<file path="config.mk">
export PLATFORM = sky130hd
export DESIGN_NAME = crc16_check_ctrl
export DESIGN_NICKNAME = d
export VERILOG_FILES = /design/src/rtl/crc16_check_ctrl_pkg.sv /design/src/rtl/crc16_check_ctrl_lfsr.sv /design/src/rtl/crc16_check_ctrl.sv
export SDC_FILE = /design/constraint.sdc
export NUM_CORES = 1
export LEC_CHECK = 0
export ABC_AREA = 0
export BUFFER_PORTS_ARGS = -buffer_cell sky130_fd_sc_hd__buf_2
export CORE_ASPECT_RATIO = 0.5
export CORE_MARGIN = 10
export CORE_UTILIZATION = 53
export DETAILED_ROUTE_END_ITERATION = 10
export PLACE_DENSITY = 0.79
export REMOVE_ABC_BUFFERS = 1
export SYNTH_ARGS = -nofsm -noshare
export SYNTH_HDL_FRONTEND = slang
export SYNTH_SLANG_ARGS = --single-unit
export TNS_END_PERCENT = 30
</file>
<file path="constraint.sdc">
create_clock -name clk -period 2.3 [get_ports clk]
set_input_delay 0.23 -clock clk [delete_from_list [all_inputs] [get_ports clk]]
set_output_delay 0.23 -clock clk [all_outputs]
set_load 0.01 [all_outputs]
</file>
<file path="src/rtl/crc16_check_ctrl_pkg.sv">
// Shared definitions for the CRC-16 command checker: FSM states, CRC constants
// and the single-bit CRC-16 (x^16+x^12+x^5+1) update used by the shift register.
package crc16_check_ctrl_pkg;

    typedef enum logic [1:0] {
        ST_IDLE  = 2'd0,
        ST_SHIFT = 2'd1,
        ST_CHECK = 2'd2,
        ST_DONE  = 2'd3
    } state_e;

    localparam logic [15:0] CRC_PRESET  = 16'hFFFF;
    localparam logic [15:0] CRC_RESIDUE = 16'h1D0F;
    localparam int unsigned MIN_LEN     = 16;

    // Feedback enters bit 0 and is folded into the taps feeding bits 5 and 12.
    function automatic logic [15:0] crc16_step(input logic [15:0] crc, input logic b);
        logic fb;
        fb = b ^ crc[15];
        return {crc[14:12], crc[11] ^ fb, crc[10:5], crc[4] ^ fb, crc[3:0], fb};
    endfunction

endpackage

</file>
<file path="src/rtl/crc16_check_ctrl_lfsr.sv">
// CRC-16 shift register with synchronous clear (to the preset) and shift-enable.
module crc16_lfsr
    import crc16_check_ctrl_pkg::*;
(
    input  logic        clk,
    input  logic        clear_i,
    input  logic        shift_i,
    input  logic        bit_i,
    output logic [15:0] crc_o
);

    logic [15:0] crc_q, crc_d;

    always_comb begin
        crc_d = crc_q;
        if (clear_i) begin
            crc_d = CRC_PRESET;
        end else if (shift_i) begin
            crc_d = crc16_step(crc_q, bit_i);
        end
    end

    // NOTE: sequential state uses non-blocking assignments so every register samples pre-edge values.
    always_ff @(posedge clk) begin
        crc_q <= crc_d;
    end

    assign crc_o = crc_q;

endmodule

</file>
<file path="src/rtl/crc16_check_ctrl.sv">
// Serial CRC-16 command checker: counts incoming bits against the commanded length,
// then compares the CRC register with the good-frame residue and latches the verdict.
module crc16_check_ctrl
    import crc16_check_ctrl_pkg::*;
#(
    parameter int unsigned LEN_W   = 8,
    parameter logic [15:0] RESIDUE = CRC_RESIDUE
) (
    input  logic             clk,
    input  logic             reset,
    input  logic             start,
    input  logic [LEN_W-1:0] len,
    input  logic             bit_valid,
    input  logic             bit_in,
    input  logic             frame_end,
    input  logic             abort,
    output logic             busy,
    output logic             done,
    output logic             crc_ok,
    output logic             crc_err,
    output logic             err_short,
    output logic [15:0]      crc_out,
    output logic [LEN_W-1:0] bit_cnt
);

    localparam logic [LEN_W-1:0] MIN_LEN_L = LEN_W'(MIN_LEN);

    state_e           state_q, state_d;
    logic [LEN_W-1:0] cnt_q, cnt_d;
    logic [LEN_W-1:0] len_q, len_d;
    logic             ok_q, ok_d;
    logic             err_q, err_d;
    logic             short_q, short_d;
    logic             shift_en;
    logic             crc_clear;
    logic             accept;
    logic             last_bit;

    crc16_lfsr u_lfsr (
        .clk     (clk),
        .clear_i (reset | crc_clear),
        .shift_i (shift_en),
        .bit_i   (bit_in),
        .crc_o   (crc_out)
    );

    // The counter never passes len, so an accepted bit can only ever be the final one or an earlier one.
    assign accept   = bit_valid && (cnt_q != len_q);
    assign last_bit = accept && (cnt_q == len_q - 1'b1);

    // NOTE: every signal driven here gets a default first, so no path leaves one unassigned (no latches).
    always_comb begin
        state_d   = state_q;
        cnt_d     = cnt_q;
        len_d     = len_q;
        ok_d      = ok_q;
        err_d     = err_q;
        short_d   = short_q;
        shift_en  = 1'b0;
        crc_clear = 1'b0;

        if (start) begin
            crc_clear = 1'b1;
            cnt_d     = '0;
            len_d     = len;
            ok_d      = 1'b0;
            err_d     = 1'b0;
            short_d   = 1'b0;
            if (len >= MIN_LEN_L) begin
                state_d = ST_SHIFT;
            end else begin
                state_d = ST_DONE;
                err_d   = 1'b1;
                short_d = 1'b1;
            end
        end else begin
            case (state_q)
                ST_SHIFT: begin
                    if (abort) begin
                        state_d = ST_IDLE;
                    end else begin
                        if (accept) begin
                            shift_en = 1'b1;
                            cnt_d    = cnt_q + 1'b1;
                        end
                        if (last_bit) begin
                            state_d = ST_CHECK;
                        end else if (frame_end) begin
                            state_d = ST_DONE;
                            err_d   = 1'b1;
                            short_d = 1'b1;
                        end
                    end
                end
                ST_CHECK: begin
                    if (abort) begin
                        state_d = ST_IDLE;
                    end else begin
                        state_d = ST_DONE;
                        if (crc_out == RESIDUE) ok_d  = 1'b1;
                        else                    err_d = 1'b1;
                    end
                end
                ST_DONE: state_d = ST_IDLE;
                default: state_d = ST_IDLE;
            endcase
        end
    end

    always_ff @(posedge clk) begin
        if (reset) begin
            state_q <= ST_IDLE;
            cnt_q   <= '0;
            len_q   <= '0;
            ok_q    <= 1'b0;
            err_q   <= 1'b0;
            short_q <= 1'b0;
        end else begin
            state_q <= state_d;
            cnt_q   <= cnt_d;
            len_q   <= len_d;
            ok_q    <= ok_d;
            err_q   <= err_d;
            short_q <= short_d;
        end
    end

    assign busy      = (state_q == ST_SHIFT) || (state_q == ST_CHECK);
    assign done      = (state_q == ST_DONE);
    assign crc_ok    = ok_q;
    assign crc_err   = err_q;
    assign err_short = short_q;
    assign bit_cnt   = cnt_q;

endmodule
</file>
==> results of run 1 <==
stage by stage:
step | util, % | power (uW)
2_1_floorplan | - | 781
3_3_place_gp | 62.4 | 830
3_5_place_dp | 62.4 | 836
4_1_cts | 64.9 | 1300
5_1_grt | 65.1 | 1340
6_report | 65.1 | 1290
worst max path at each step:
stage / end / slack [ns] / depth (start not counted)
6_report: crc_err / 0.13 / 6
5_1_grt: u_lfsr.crc_o[8] / 0.05 / 6
4_1_cts: crc_err / 0.12 / 8
3_5_place_dp: crc_err / 0.17 / 6
3_3_place_gp: crc_err / 0.25 / 6
2_1_floorplan: bit_cnt[3] / 0.23 / 6
registers in the layout (all words and copies together) (netlist names):
| signal | flops |
|---|---|
| crc_err | 1 |
| bit_cnt | 8 |
| err_short | 1 |
| len_q | 8 |
| u_lfsr.crc_o | 16 |
| state_q | 2 |
| crc_ok | 1 |
worst max-delay path, cell delays in order, from the launching register on:
cell and delay (ns):
dfxtp_1 0.37, or3_4 0.42, or4_4 0.43, a21oi_1 0.19, o2111ai_2 0.23, nor4b_1 0.34
nor3b_1 0.08
power by group:
group / internal [uW] / switching (uW) / total (uW)
clock: 238 / 229 / 467
sequential: 654 / 14.5 / 668
combinational: 73.8 / 83.8 / 158
layout make-up:
class	count	area share [%]
flip-flops and latches	37	33.3
inverters	7	1.18
well taps	51	2.87
multi-input cells	148	47.7
clock buffers	7	3.88
repair buffers	47	11.0
logic make-up after synthesis:
logic type	after synthesis	synth area share [%]
flops	37	39.6
compound gates	17	6.76
xor+xnor	22	10.7
fa+ha+maj	5	3.35
mux	26	14.0
simple gates	78	21.6
buf+inv	16	3.95
placed cells by master (no fill, tap or decap), types with 2 or more instances in the layout:
cell type   n
and3_1      2
nor4bb_1    2
o21ai_1     2
a21oi_1     3
a311oi_1    2
nand2_1    22
nor3_1      2
inv_1       7
nor2b_1     3
or4_1       3
nand4_1     6
xnor2_1    13
o21ai_0     3
dfxtp_1    37
xor2_1      8
buf_4       4
buf_2      43
nor2_1     25
mux2i_1    25
clkbuf_8    6
ha_1        5
a211oi_1    2
Yosys cell counts, types with 2 or more instances:
| master | count |
|---|---|
| nor2b_1 | 3 |
| nor3_1 | 2 |
| buf_2 | 2 |
| nor2_1 | 25 |
| xor2_1 | 8 |
| mux2i_1 | 25 |
| a311oi_1 | 2 |
| o21ai_0 | 3 |
| nand4_1 | 6 |
| ha_1 | 5 |
| xnor2_1 | 13 |
| inv_1 | 7 |
| o21ai_1 | 2 |
| dfxtp_1 | 37 |
| and3_1 | 2 |
| nor4b_1 | 2 |
| nor4bb_1 | 2 |
| a21oi_1 | 3 |
| a211oi_1 | 2 |
| nand2_1 | 22 |
| or4_1 | 3 |
| clkbuf_1 | 5 |
what timing repair did:
action / CTS / global route
endpoints found under the setup margin: 0 / 1
hold buffers: 0 / 0
gates resized for setup: 0 / 1
metal layers:
| layer | routed length (um) | vias up | track usage (%) | share of wire [%] |
|---|---|---|---|---|
| li1 | - | 785 | - | - |
| met1 | 2040 | 747 | 14.6 | 46 |
| met3 | 163 | 7 | 4.53 | 3.7 |
| met4 | 61 | 0 | 4.72 | 1.4 |
| met2 | 2200 | 33 | 24.2 | 49 |
| met5 | 0 | - | 0 | 0 |
==> results.cfg, run 1 <==
[status]
run_status = finished, final reports clean

[power_and_ir_drop]
power.static_leakage_uw = 0.000901
ir_worst_vdd_uv = 314
p_per_area_nw_per_um2 = 581

[worst_setup_path]
crit_type = reg2reg
worst-r2r-setup-slack_ns = 0.13
critPathLaunch = len_q[2]
worstPathArrival_ns = 2.35
crit_path_max_fanout = 6
timing.rr.end = crc_err
worstSetupStartpointType = register
cp_capture_type = register
cp_data_required_time_ns = 2.48
ff_to_ff_start = len_q[2]
ff2ff_path_depth = 6

[timing]
setup_violations = 0
rsz_0062_raised_after_global_routing = false
setup_tns_ns = 0
final.setup_skew_ns = 0.00976
timing.final.max_slew_violations = 0
post-route-period-util_pct = 94.3
final_period_minus_worst_setup_slack_ns = 2.17
slew_headroom_pct = 72.6
final.setup.worst_slack_ns = 0.132
tightest_slew_ns = 0.411
final_hold_viol_count = 0
max_freq_mhz = 461
timing.hold.ws_ns = 0.185

[synthesis]
synth_async_sr_flop_share_pct = 0
postSynthCellCount = 201
ys.warnings.count = 0
syn_area_um2 = 1870
syn-mean-instance-area_um2 = 9.30
synth_enable_flop_cells = 0
ys_top_cells_by_area = dfxtp_1 40%, mux2i_1 13%, xnor2_1 6.1%
synth_ff_type = dfxtp_1
dominant_cell_type_by_area_after_synthesis = dfxtp_1
seq_area_frac_synth_pct = 39.6
yosysTopAreaCellShare_pct = 39.6
synth.lib_cells_used.distinct = 42
synth-seq-cells = 37

[placed_design]
dp_wirelength_um = 3180
dp_worst_setup_slack_ns = 0.175
placed_cells_incl_taps = 290
io_buffer_count = 43
dpl-instance-area_um2 = 2130
routabilityCongestion = 0.832

[floorplan]
num_io_pins = 44
die_area_um2 = 6450
std_cell_rows = 15
die_h_um = 62.0
core_um2 = 3420
chipWidth_um = 104
initial_core_util_pct = 54.7

[detailed_routing]
drt_drc_violations_left = 0
vias_per_cell = 5.29
drt_iter0_drc = 64
ant_nets = 0
num_vias = 1572
first_pass_iters = 4
wl_per_cell_um = 15.0
detail_route.wirelength_um = 4460

[global_routing]
antenna_found_initial = 0
vias_in_the_first_global_route = 1523
grt_max_degree = 20
wire_length_of_the_first_global_routing_pass_um = 6910
gr-usage-all-layers_pct = 13.2
grt_overflow_total = 0

[final_layout]
drive_above_1_share_pct = 24.4
num_antenna_cells = 0
seq_area_um2 = 741
total_nets_final = 266
areaGrowthSynthToFinish_pct = 18.9
multi_input_area_um2 = 1060
post-route-cell-area_um2 = 2220
post_route_non_filler_standard_cell_count = 297
layout.filler_cells = 296

[cts]
cts-root-buf = clkbuf_8
cts-htree-levels = 2
clock-sinks = 37
worst_setup_hold_path_clk_slew_ns = 0.08
cts_inserted_buffers = 5
number_of_post_cts_setup_repair_buffers = 0
cts_buffer_depth = 2
worst_skew_pair.late_latency_ns = 0.30
tritoncts_clock_tree = built

[min_path]
timing.hold.worst_path_depth = 3
min-delay-path-class = in2reg
hold_critical_path_endpoint = len_q[0]
hold_path.startpoint = len[0]

[run]
max-cap-violations = 0
No activity file was read; power rests on OpenSTA's default activity.
==> inputs of run 2 (changes only) <==
Settings changed: ABC_AREA 0 to 1, CORE_UTILIZATION 53 to 54.
Clock period 2.3 ns to 2.1 ns, I/O delays scaled along.
==> results.cfg, run 2 <==
[placed_design]
dp_worst_setup_slack_ns = 0.201
routabilityCongestion = 0.901
dp_wirelength_um = 4230
io_buffer_count = 43

[global_routing]
grt_util_met1_pct = 20.0
global_route.usage.met2_pct = 26.3
grtUsageMet3_pct = 5.60
grt_overflow_total = 0
gr-usage-all-layers_pct = 16.1
antenna_found_initial = 0
globalRoute.busiestLayer = met2
grt_max_degree = 24
vias_in_the_first_global_route = 2065
wire_length_of_the_first_global_routing_pass_um = 9390

[final_layout]
total_nets_final = 393
fin_util_pct = 68.3
layout_commonest_cell = nand2_1
drive_above_1_share_pct = 19.5
num_antenna_cells = 0
final_cell_mix = 95 x nand2_1, 43 x inv_1, 43 x buf_2
flip_flop_count_of_the_largest_register_all_copies_and_words_added = 16
areaGrowthSynthToFinish_pct = 16.1

[cts]
cts_inserted_buffers = 5
number_of_post_cts_setup_repair_buffers = 0
post_cts.resized_instances = 0
worst_skew_pair.late_latency_ns = 0.29
cts_buffer_depth = 2
cts-root-buf = clkbuf_8
tritoncts_clock_tree = built
holdBufCountCts = 0
worst_setup_hold_path_clk_slew_ns = 0.08
clock-sinks = 37
cts-htree-levels = 2

[timing]
setup_violations = 0
final.setup_skew_ns = 0.00500
setup_tns_ns = 0
rsz_0062_raised_after_global_routing = false
final_hold_viol_count = 0
slew_headroom_pct = 60.1
tightest_slew_ns = 0.598
final.setup.worst_slack_ns = 0.235
post-route-period-util_pct = 88.8
final_period_minus_worst_setup_slack_ns = 1.86
max_freq_mhz = 536
timing.final.max_slew_violations = 0

[detailed_routing]
drt_drc_violations_left = 0
detail_route.wirelength_um = 5440
wl_per_cell_um = 12.8
drt_iter0_drc = 118
ant_nets = 0
vias_per_cell = 5.13
first_pass_iters = 4
num_vias = 2181

[synthesis]
ys.warnings.count = 0
dominant_cell_type_by_area_after_synthesis = dfxtp_1
postSynthCellCount = 330
yosys.cell_count.top_type = nand2_1
yosysTopAreaCellShare_pct = 35.1
synth_ff_type = dfxtp_1
synth_top_cells_by_count = 95 x nand2_1, 43 x inv_1, 38 x nor2_1
synth-seq-cells = 37
syn-mean-instance-area_um2 = 6.39
synth.lib_cells_used.distinct = 32
ys_top_cells_by_area = dfxtp_1 35%, nand2_1 17%, inv_1 7.7%
synth_async_sr_flop_share_pct = 0
seq_area_frac_synth_pct = 35.1
synth_enable_flop_cells = 0
syn_area_um2 = 2110

[power_and_ir_drop]
p_comb_share_pct = 16.0
internal_power_uw = 1040
ir_worst_vdd_uv = 326
sw_frac_of_total_pct = 30.8
power_frac_seq_pct = 49.2
power.static_leakage_uw = 0.00125
power_frac_clock_pct = 34.8
p_per_area_nw_per_um2 = 615
p_switching_uw = 464

[worst_setup_path]
worstSetupStartpointType = register
slowest_delay_ns = 0.37
cp_data_required_time_ns = 2.30
worstPathArrival_ns = 2.06
critical_path.most_common_cell = nand2_1
worst_path_dominant_cell_family = simple AND/OR/NAND/NOR gates
ff_to_ff_start = len_q[0]
crit_type = reg2reg
critPathLaunch = len_q[0]
cp.buffers_inverters = 2
cp_capture_type = register
crit_path_max_fanout = 6
cp_cell_sequence = inv_2 -> ha_1 -> nand2_1 -> inv_1 -> nor2_1 -> nand2_1 -> nor2_1 -> nand2_1 -> nor2_1 -> nand3_1 -> nand2_1 -> nand2_1 -> a21oi_1 -> nor2_1
worst_path_max_delay_cell = dfxtp_2

[min_path]
hold_path.startpoint = len[0]
min-delay-path-class = in2reg

[floorplan]
core_um2 = 3580
std_cell_rows = 15
die_area_um2 = 6960
num_io_pins = 44
initial_core_util_pct = 58.8
chipWidth_um = 108
die_h_um = 64.2

[run]
max-cap-violations = 0

[status]
run_status = finished, final reports clean
-- run 2: changes by cell type in the layout (fill, tap and decap cells not counted), moves of 11 or more --
cell | previous run | this run
inv_1 | 7 | 43
nand3_1 | 1 | 12
nand2_1 | 22 | 95
nor2_1 | 25 | 37
a21oi_1 | 3 | 29
xnor2_1 | 13 | 1
mux2i_1 | 25 | 0
-- run 2: routing by layer --
| layer | up-vias | part of all wire (%) |
|---|---|---|
| met5 | - | 0 |
| met4 | 0 | 1.2 |
| met3 | 8 | 7.5 |
| met2 | 57 | 47 |
| met1 | 988 | 45 |
| li1 | 1128 | - |
-- run 2: final cells by class --
type | count | area (um2)
Sequential cell | 37 | 743
Inverter | 54 | 208
Clock buffer | 5 | 68.8
Clock inverter | 3 | 21.3
Tap cell | 51 | 63.8
Fill cell | 353 | 1140
Multi-Input combinational cell | 231 | 1120
Timing Repair Buffer | 44 | 223
-- run 2: worst reg2reg max path, cell delays in order (launching register included) --
cell and delay (ns):
dfxtp_2 0.37, inv_2 0.07, ha_1 0.31, nand2_1 0.09
inv_1 0.04, nor2_1 0.07, nand2_1 0.06, nor2_1 0.10
nand2_1 0.07, nor2_1 0.09, nand3_1 0.14, nand2_1 0.12
nand2_1 0.05, a21oi_1 0.15, nor2_1 0.05
-- run 2: stage by stage --
stage | instance area, um2 | hold slack [ns] | total power [uW] | std cells
3_3_place_gp | 2350 | 0.439 | 989 | 417
3_5_place_dp | 2350 | 0.450 | 995 | 417
5_1_grt | 2450 | 0.239 | 1590 | 425
4_1_cts | 2440 | 0.202 | 1510 | 425
6_report | 2450 | 0.204 | 1510 | 425
2_1_floorplan | 2070 | 0.381 | 923 | 322
-- run 2: worst paths after layout --
kind,endpoint,slack [ns],depth (start not counted)
worst min-delay path,len_q[0],0.20,3
worst max register to register,err_short,0.24,14
worst max-delay path,err_short,0.24,14
worst min register to register,crc_err,0.45,2
-- run 2: power by group through the flow --
stage	clock network (uW)	logic (uW)	registers, uW
global route	569	277	746
CTS	530	239	741
finish	524	241	741
global placement	0	233	756
detailed placement	0	238	757
floorplan	0	166	757
-- run 2: cell families after synthesis --
logic type                 count (synthesis)  share of synthesized area, %
AOI/OAI and AO/OA                         62                          16.3
adders and majority gates                  5                          2.97
DFF                                       37                          35.1
buffers and inverters                     62                          11.9
xor gates and xnor gates                   5                          2.08
and+or+nand+nor                          159                          31.7
==> inputs of run 3 (changes only) <==
Settings changed: CORE_MARGIN 10 to not set.
==> results.cfg, run 3 (synthesis results as in run 2) <==
[status]
run_status = finished, final reports clean

[floorplan]
num_io_pins = 44
initial_core_util_pct = 58.8
chipWidth_um = 90.4
std_cell_rows = 15
die_area_um2 = 4180
core_um2 = 3580
die_h_um = 46.2

[worst_setup_path]
worst_path_max_delay_cell = dfxtp_1
crit_path_max_fanout = 6
cp_cell_sequence = inv_2 -> ha_1 -> nand2_1 -> inv_1 -> nor2_1 -> nand2_1 -> nor2_1 -> nand2_1 -> nor2_1 -> nand3_1 -> nand2_1 -> nand2_1 -> a21oi_1 -> nor2_1
worstPathArrival_ns = 2.10
crit_type = reg2reg
slowest_delay_ns = 0.40
cp_capture_type = register
worstSetupStartpointType = register
cp_data_required_time_ns = 2.30
critical_path.most_common_cell = nand2_1

[detailed_routing]
vias_per_cell = 5.10
num_vias = 2179
detail_route.wirelength_um = 5090
drt_iter0_drc = 81
ant_nets = 0
first_pass_iters = 4
drt_drc_violations_left = 0
wl_per_cell_um = 11.9

[timing]
rsz_0062_raised_after_global_routing = false
max_freq_mhz = 525
final.setup_skew_ns = 0.00540
timing.hold.ws_ns = 0.202
post-route-period-util_pct = 90.7
tightest_slew_ns = 0.588
setup_violations = 0
final.setup.worst_slack_ns = 0.196
final_period_minus_worst_setup_slack_ns = 1.90
timing.final.max_slew_violations = 0
final_hold_viol_count = 0
slew_headroom_pct = 60.8
setup_tns_ns = 0

[placed_design]
dpl-instance-area_um2 = 2370
dp_wirelength_um = 3820
routabilityCongestion = 0.888
io_buffer_count = 43
dp_worst_setup_slack_ns = 0.239

[final_layout]
layout.filler_cells = 336
post-route-cell-area_um2 = 2460
flip_flop_count_of_the_largest_register_all_copies_and_words_added = 16
areaGrowthSynthToFinish_pct = 16.5
total_nets_final = 395
fin_util_pct = 68.6
final_cell_mix = 95 x nand2_1, 43 x inv_1, 43 x buf_2
num_antenna_cells = 0
drive_above_1_share_pct = 19.1
layout_commonest_cell = nand2_1

[global_routing]
grt_overflow_total = 0
gr-usage-all-layers_pct = 25.1
antenna_found_initial = 0
vias_in_the_first_global_route = 1877
grt_max_degree = 24
wire_length_of_the_first_global_routing_pass_um = 8110

[cts]
cts-root-buf = clkbuf_8
post_cts.resized_instances = 0
number_of_post_cts_setup_repair_buffers = 0
tritoncts_clock_tree = built
worst_skew_pair.late_latency_ns = 0.30
cts_inserted_buffers = 5
cts_buffer_depth = 2
cts-htree-levels = 2
holdBufCountCts = 0
clock-sinks = 37
worst_setup_hold_path_clk_slew_ns = 0.08

[run]
max-cap-violations = 0

[power_and_ir_drop]
p_per_area_nw_per_um2 = 612
power.static_leakage_uw = 0.00126
ir_worst_vdd_uv = 355

[min_path]
min-delay-path-class = in2reg
## run 3: cell types whose count changed in the layout (fill, tap and decap cells not counted)
cell	previous run	this run
buf_4	1	3
nor2_2	2	1
nor2_1	37	38
dfxtp_2	2	0
dfxtp_1	35	37
## run 3: path summary, 6_finish.rpt
kind / from / end / slack [ns] / cells after the start
max: len_q[0] / err_short / 0.20 / 14
min: len[1] / len_q[1] / 0.20 / 3
max reg2reg: len_q[0] / err_short / 0.20 / 14
min reg2reg: crc_err / crc_err / 0.45 / 2
## run 3: stage by stage
step / std cells / total power [uW]
2_1_floorplan: 322 / 923
3_3_place_gp: 419 / 989
3_5_place_dp: 419 / 995
4_1_cts: 427 / 1510
5_1_grt: 427 / 1580
6_report: 427 / 1500
## run 3: final cells by class
cell class / instances / area, um2 / area share, %
Multi-Input combinational cell: 231 / 1120 / 45.5
Timing Repair Buffer: 46 / 238 / 9.67
Clock buffer: 5 / 68.8 / 2.80
Clock inverter: 3 / 21.3 / 0.865
Tap cell: 51 / 63.8 / 2.60
Sequential cell: 37 / 741 / 30.1
Inverter: 54 / 208 / 8.45
## run 3: power breakdown
group          internal (uW)  leakage [uW]  switching, uW
sequential               722      0.000302           19.3
clock                    236     0.0000445            286
combinational           84.1      0.000911            157
## run 3: worst max-delay path, delay by kind of cell (launching register included)
kind	cells	cell delay (ns)
buf+inv	2	0.13
fa+ha+maj	1	0.32
flops	1	0.40
compound gates	1	0.15
simple gates	10	0.80
## run 3: metal layers
metal,routed length [um],vias up,track usage [%]
li1,-,1132,-
met4,55,0,7.10
met5,0,-,0
met1,2410,966,31.3
met2,2310,74,44.9
met3,311,7,6.11
